**src/rtl/mk14_pkg.sv**
```systemverilog
// Shared MK14 SoC types: program loader state and error encodings.
package mk14_pkg;

    typedef enum logic [2:0] {
        IDLE    = 3'd0,
        ADDR_HI = 3'd1,
        ADDR_LO = 3'd2,
        LEN     = 3'd3,
        DATA    = 3'd4,
        CSUM    = 3'd5,
        DRAIN   = 3'd6
    } loader_state_t;

    typedef enum logic [1:0] {
        ERR_NONE    = 2'd0,
        ERR_CSUM    = 2'd1,
        ERR_OVERRUN = 2'd2,
        ERR_TIMEOUT = 2'd3
    } loader_err_t;

    localparam logic [7:0] SYNC_BYTE_DEFAULT = 8'h55;

endpackage

```
**src/rtl/mk14_rx_loader.sv**
```systemverilog
// Serial program loader: parses SYNC/ADDR/LEN/DATA/CSUM records from the UART,
// borrows the RAM bus from the CPU via hold_req/hold_ack, writes the payload
// through a one-entry pending buffer and reports the outcome of each frame.
module mk14_rx_loader
    import mk14_pkg::*;
#(
    parameter int         CLOCK_FREQ_MHZ = 50,
    parameter int         TIMEOUT_MS     = 20,
    parameter int         ADDR_W         = 16,
    parameter logic [7:0] SYNC_BYTE      = SYNC_BYTE_DEFAULT
) (
    input  logic              clk,
    input  logic              rst,
    input  logic [7:0]        rx_data,
    input  logic              rx_valid,
    output logic              hold_req,
    input  logic              hold_ack,
    output logic [ADDR_W-1:0] mem_addr,
    output logic [7:0]        mem_wdata,
    output logic              mem_we,
    output logic              rx_wait,
    output logic              go,
    output logic [ADDR_W-1:0] go_addr,
    output logic              frame_ok,
    output logic              frame_err,
    output logic [1:0]        err_code
);

    localparam int TIMEOUT_CYCLES = CLOCK_FREQ_MHZ * 1000 * TIMEOUT_MS;
    localparam int TO_W           = $clog2(TIMEOUT_CYCLES + 1);
    // Timeout fires on the last idle cycle of the window, so the frame is
    // abandoned after exactly TIMEOUT_CYCLES cycles without a byte.
    localparam logic [TO_W-1:0] TO_LAST = TO_W'(TIMEOUT_CYCLES - 1);

    loader_state_t     state_reg, state_next;
    loader_err_t       err_code_reg, err_code_next;
    logic              hold_req_reg, hold_req_next;
    logic [7:0]        addr_hi_reg, addr_hi_next;
    logic [ADDR_W-1:0] addr_reg, addr_next;
    logic [7:0]        len_reg, len_next;
    logic              exec_reg, exec_next;
    logic [7:0]        sum_reg, sum_next;
    logic              csum_ok_reg, csum_ok_next;
    logic              pend_valid_reg, pend_valid_next;
    logic [ADDR_W-1:0] pend_addr_reg, pend_addr_next;
    logic [7:0]        pend_data_reg, pend_data_next;
    logic [TO_W-1:0]   to_cnt_reg, to_cnt_next;
    logic              go_reg, go_next;
    logic [ADDR_W-1:0] go_addr_reg, go_addr_next;
    logic              frame_ok_reg, frame_ok_next;
    logic              frame_err_reg, frame_err_next;

    logic              write_issue;
    logic              counting;
    logic              timeout_hit;
    logic              overrun;
    logic [7:0]        sum_with_byte;
    logic              abort;
    loader_err_t       abort_code;

    // The buffered byte goes out whenever the CPU has granted the bus; the
    // write is suppressed during reset so nothing escapes in the rst cycle.
    assign write_issue   = pend_valid_reg && hold_ack;
    assign mem_we        = write_issue && !rst;
    assign mem_addr      = mem_we ? pend_addr_reg : '0;
    assign mem_wdata     = mem_we ? pend_data_reg : '0;

    assign counting      = (state_reg != IDLE) && (state_reg != DRAIN);
    assign timeout_hit   = counting && !rx_valid && (to_cnt_reg == TO_LAST);
    // A new byte may only enter the buffer if it is empty or emptying now.
    assign overrun       = rx_valid && pend_valid_reg && !write_issue;
    assign sum_with_byte = sum_reg + rx_data;

    assign hold_req      = hold_req_reg;
    assign rx_wait       = (state_reg != IDLE);
    assign go            = go_reg;
    assign go_addr       = go_addr_reg;
    assign frame_ok      = frame_ok_reg;
    assign frame_err     = frame_err_reg;
    assign err_code      = err_code_reg;

    // State register and datapath registers; synchronous reset to all zero.
    always_ff @(posedge clk) begin
        if (rst) begin
            state_reg      <= IDLE;
            err_code_reg   <= ERR_NONE;
            hold_req_reg   <= 1'b0;
            addr_hi_reg    <= '0;
            addr_reg       <= '0;
            len_reg        <= '0;
            exec_reg       <= 1'b0;
            sum_reg        <= '0;
            csum_ok_reg    <= 1'b0;
            pend_valid_reg <= 1'b0;
            pend_addr_reg  <= '0;
            pend_data_reg  <= '0;
            to_cnt_reg     <= '0;
            go_reg         <= 1'b0;
            go_addr_reg    <= '0;
            frame_ok_reg   <= 1'b0;
            frame_err_reg  <= 1'b0;
        end else begin
            state_reg      <= state_next;
            err_code_reg   <= err_code_next;
            hold_req_reg   <= hold_req_next;
            addr_hi_reg    <= addr_hi_next;
            addr_reg       <= addr_next;
            len_reg        <= len_next;
            exec_reg       <= exec_next;
            sum_reg        <= sum_next;
            csum_ok_reg    <= csum_ok_next;
            pend_valid_reg <= pend_valid_next;
            pend_addr_reg  <= pend_addr_next;
            pend_data_reg  <= pend_data_next;
            to_cnt_reg     <= to_cnt_next;
            go_reg         <= go_next;
            go_addr_reg    <= go_addr_next;
            frame_ok_reg   <= frame_ok_next;
            frame_err_reg  <= frame_err_next;
        end
    end

    // Frame parser, pending-buffer control, timeout and outcome reporting.
    always_comb begin
        state_next      = state_reg;
        err_code_next   = err_code_reg;
        hold_req_next   = hold_req_reg;
        addr_hi_next    = addr_hi_reg;
        addr_next       = addr_reg;
        len_next        = len_reg;
        exec_next       = exec_reg;
        sum_next        = sum_reg;
        csum_ok_next    = csum_ok_reg;
        pend_valid_next = pend_valid_reg && !write_issue;
        pend_addr_next  = pend_addr_reg;
        pend_data_next  = pend_data_reg;
        to_cnt_next     = (!counting || rx_valid) ? '0 : to_cnt_reg + 1'b1;
        go_next         = 1'b0;
        go_addr_next    = go_addr_reg;
        frame_ok_next   = 1'b0;
        frame_err_next  = 1'b0;
        abort           = 1'b0;
        abort_code      = ERR_NONE;

        case (state_reg)
            IDLE: begin
                if (rx_valid && rx_data == SYNC_BYTE) begin
                    hold_req_next = 1'b1;
                    sum_next      = '0;
                    state_next    = ADDR_HI;
                end
            end
            ADDR_HI: begin
                if (rx_valid) begin
                    addr_hi_next = rx_data;
                    sum_next     = sum_with_byte;
                    state_next   = ADDR_LO;
                end
            end
            ADDR_LO: begin
                if (rx_valid) begin
                    addr_next  = ADDR_W'({addr_hi_reg, rx_data});
                    sum_next   = sum_with_byte;
                    state_next = LEN;
                end
            end
            LEN: begin
                if (rx_valid) begin
                    len_next   = rx_data;
                    exec_next  = (rx_data == 8'h00);
                    sum_next   = sum_with_byte;
                    state_next = (rx_data == 8'h00) ? CSUM : DATA;
                end
            end
            DATA: begin
                if (overrun) begin
                    abort      = 1'b1;
                    abort_code = ERR_OVERRUN;
                end else if (rx_valid) begin
                    pend_valid_next = 1'b1;
                    pend_addr_next  = addr_reg;
                    pend_data_next  = rx_data;
                    addr_next       = addr_reg + 1'b1;
                    len_next        = len_reg - 1'b1;
                    sum_next        = sum_with_byte;
                    if (len_reg == 8'd1) begin
                        state_next = CSUM;
                    end
                end
            end
            CSUM: begin
                if (overrun) begin
                    abort      = 1'b1;
                    abort_code = ERR_OVERRUN;
                end else if (rx_valid) begin
                    csum_ok_next = (sum_with_byte == 8'h00);
                    state_next   = DRAIN;
                end
            end
            DRAIN: begin
                // Release the bus only once the last payload byte is out.
                if (!pend_valid_reg) begin
                    hold_req_next = 1'b0;
                    state_next    = IDLE;
                    if (csum_ok_reg) begin
                        frame_ok_next = 1'b1;
                        err_code_next = ERR_NONE;
                        if (exec_reg) begin
                            go_next      = 1'b1;
                            go_addr_next = addr_reg;
                        end
                    end else begin
                        frame_err_next = 1'b1;
                        err_code_next  = ERR_CSUM;
                    end
                end
            end
            default: begin
                state_next = IDLE;
            end
        endcase

        if (timeout_hit) begin
            abort      = 1'b1;
            abort_code = ERR_TIMEOUT;
        end

        // Any error abandons the frame: drop the buffered write, free the bus.
        if (abort) begin
            state_next      = IDLE;
            hold_req_next   = 1'b0;
            pend_valid_next = 1'b0;
            frame_err_next  = 1'b1;
            err_code_next   = abort_code;
        end
    end

endmodule
```
**config.mk**
```make
export PLATFORM = sky130hd
export DESIGN_NAME = mk14_rx_loader
export DESIGN_NICKNAME = d
export VERILOG_FILES = /design/src/rtl/mk14_pkg.sv /design/src/rtl/mk14_rx_loader.sv
export SDC_FILE = /design/constraint.sdc
export NUM_CORES = 1
export LEC_CHECK = 0
export CAP_MARGIN = 5
export CORE_MARGIN = 2
export CORE_UTILIZATION = 33
export DETAILED_ROUTE_END_ITERATION = 7
export GPL_TIMING_DRIVEN = 0
export SYNTH_ARGS = -nofsm -noshare
export SYNTH_HDL_FRONTEND = slang
export SYNTH_SLANG_ARGS = --single-unit
```
**constraint.sdc**
```tcl
create_clock -name clk -period 2.48 [get_ports clk]
set_input_delay 0.248 -clock clk [delete_from_list [all_inputs] [get_ports clk]]
set_output_delay 0.248 -clock clk [all_outputs]
set_load 0.005 [all_outputs]
```
==> flow_summary.ini <==
[timing]
skew_ps = 10.3
setup_ws_ps = 146
tightest_slew_ps = 862
grt_setup_unrepaired = no
finalSetupViolCount = 0
period_share_pct = 94.1
fin_crit_ps = 2330
whs_ps = 289
hold_violations = 0
slew_headroom_pct = 42.2
slew_viol_final = 0
fmax_mhz = 428

[detailed_routing]
via_per_inst = 5.14
route.detailed.drc = 0
via_count = 5016
drt_pass1_iterations = 5
drt_iter0_drc = 254
final_antenna_net_count = 0
drt-total-wl_mm = 14.5
post_drt_wl_per_cell_um = 14.9

[cts]
cts_sinks = 112
root_buffer = clkbuf_16
cts_setup_buffers = 0
cts_tree = yes
htree_levels = 3
cts_made_buffers = 9
cts_buffer_depth = 2
clk_latency_ps = 360
clkTransAtPathRegs_ps = 70

[worst_setup_path]
path_class = reg2out
critPathMaxFanout = 10
crit_path_max_incr_delay_ps = 510
slowest_stage = clkdlybuf4s50_1
reg2reg_depth = 6
r2r-start = addr_reg[0]
rrSetupSlack_ps = 400
crit_path_start_kind = flop
crit_buf_inv = 2
cp_top_family = buffers and inverters
r2r-end = addr_reg[10]
arrival_ps = 2090
end_kind = output pin
worst_ep_required_time_ps = 2230
crit_chain = nand2_1 -> nor2_4 -> clkbuf_2 -> and2_1 -> clkdlybuf4s50_1

[synth]
synth_area_per_cell_um2 = 7.93
ys_seq_area_share_pct = 41.1
postSynthCellCount = 687
ys_warn_count = 0
synth_nets = 711
async_flop_share_pct = 0
syn_area_um2 = 5450
synth-main-ff-cell = dfxtp_1
synth_seq_cells = 112
synth_edf_count = 0
ys_types = 64

[flow_run]
cap_viol_max_count = 0

[die]
num_io_pins = 60
fp.dieW_um = 133
fp-row-count = 46
core_um2 = 16000
start_util_pct = 34.1
die_h_um = 133
dieArea_um2 = 17600

[placed_design]
gp_congestion = 0.876
dp_cells = 961
post-place-ws_ps = -225
hpwlAfterDp_mm = 10.5
placed_cell_area_um2 = 6300
io_buffers = 58

[power]
power_density_nw_per_um2 = 532
vdd_drop_max_mv = 0.420
p_leak_nw = 2.22

[hold_path]
min_path_type = in2reg
hold_end = pend_valid_reg
worstHoldPathCells = 3
hp-start = rx_valid

[layout]
largest_reg_flops = 20
final_util_pct = 41.3
nets = 779
stdcell_area_um2 = 6610
area_growth_pct = 21.2
final_cells = 976
antenna_cells = 0
drive_gt1_share_pct = 7.11

[status]
status = finished clean

[global_routing]
grt_pass1_vias = 4752
antenna_found_initial = 0
grt_pass1_wl_mm = 24.7
grt_use_total_pct = 17.2
grt_start_max_net_pins = 19
grt_overflow = 0
[layer usage]
layer,up-vias,GRT usage [%],part of all wire [%],routed length (µm)
met4,0,4.90,1.2,178
li1,2528,-,-,-
met2,151,26.5,45,6530
met5,-,0,0,0
met1,2322,24.3,48,6940
met3,15,3.60,5.9,859
[cells in the final DEF, fill, tap and decap left out, types with 5 or more instances in the layout]
master,netlist,final
nand2_1,136,136
a22o_1,7,7
and3_1,7,7
nor4_1,6,5
nor2b_1,5,5
and2_1,33,33
clkbuf_1,25,24
dfxtp_1,112,112
and4_1,5,5
nand3_1,29,29
a211oi_1,8,8
clkbuf_16,0,9
o21ai_0,35,35
xnor2_1,8,8
xor2_1,16,16
nand4_1,9,9
ha_1,11,11
buf_2,11,11
nand2b_1,8,8
a311oi_1,5,5
o31ai_1,6,6
clkdlybuf4s50_1,0,58
a21oi_1,82,82
inv_1,13,13
nor2_1,43,42
a31oi_1,5,5
[cell families after synthesis]
| logic type | after synthesis | share of synthesized area, % |
|---|---|---|
| AND/OR/NAND/NOR | 308 | 28.2 |
| AO/OA/AOI/OAI | 173 | 19.0 |
| flip-flops | 112 | 41.1 |
| buffers and inverters | 57 | 4.73 |
| XOR/XNOR | 24 | 3.86 |
| adder cells (fa/ha/maj) | 12 | 2.89 |
| multiplexers | 1 | 0.184 |
[power by group]
part           total (W)  switching (W)  internal [W]  leakage (nW)
clock network    0.00145       0.000699      0.000751         0.141
logic           0.000236       0.000150     0.0000860          1.18
registers        0.00183      0.0000141       0.00181         0.902
[synth_stat cells (2+ instances only)]
cell,n,share of area (%)
and3_1,7,0.80
nor3_1,3,0.28
nor4_1,6,0.69
o31a_1,2,0.32
nand3_1,29,2.7
buf_2,11,1.0
buf_1,2,0.14
nand2_1,136,9.4
buf_6,2,0.41
o22ai_1,3,0.34
xnor2_1,8,1.3
nor3_2,2,0.37
a31oi_1,5,0.57
nor2b_1,5,0.57
or3_1,4,0.46
or3_2,2,0.28
inv_1,13,0.90
clkbuf_1,25,1.7
and4_1,5,0.80
xor2_1,16,2.6
o21a_1,2,0.28
o2111ai_1,2,0.32
a22o_1,7,1.1
o21ai_1,2,0.18
nor4b_1,2,0.32
and2_1,33,3.8
ha_1,11,2.5
a311oi_1,5,0.80
a221oi_1,3,0.48
nand4_1,9,1.0
dfxtp_1,112,41
o2bb2ai_1,2,0.32
nor2_1,43,3.0
buf_4,4,0.55
nand2b_1,8,0.92
o21ai_0,35,3.2
a211oi_1,8,1.1
a21oi_1,82,7.5
o31ai_1,6,0.83
[per-stage QoR]
stage | TNS [ps] | power (W)
6_report | 0 | 0.00351
5_1_grt | 0 | 0.00366
4_1_cts | 0 | 0.00356
3_5_place_dp | -4600 | 0.00210
3_3_place_gp | -4580 | 0.00210
2_1_floorplan | 0 | 0.00201
[worst register-to-register path, delay by kind of cell (launching register included)]
kind,cells,cell delay (ps)
simple gates,3,1000
flops,1,510
fa+ha+maj,1,260
compound gates,2,170
[final cells by class]
type                            count  area [µm²]
Buffer                             43         208
Clock buffer                       12         256
Clock inverter                      4        36.3
Fill cell                        1693        9390
Inverter                           13        48.8
Multi-Input combinational cell    518        2960
Sequential cell                   112        2240
Tap cell                          216         270
Timing Repair Buffer               58         581
[timing repair]
item,in CTS,in global routing
hold endpoints to repair,0,0
hold buffers,0,0
endpoints found under the setup margin,20,15
resized for setup,2,5
[worst max-delay path by stage]
stage	start	depth (start not counted)	slack, ps	end
final	pend_valid_reg	5	150	mem_wdata[2]
after global placement	rx_data[0]	8	-210	csum_ok_reg
after floorplan	sum_reg[0]	7	650	csum_ok_reg
after detailed placement	rst	5	-220	mem_addr[11]
after global routing	rx_data[0]	8	10	csum_ok_reg
after CTS	pend_valid_reg	5	50	mem_addr[11]
Power figures use the tool's default switching activity.
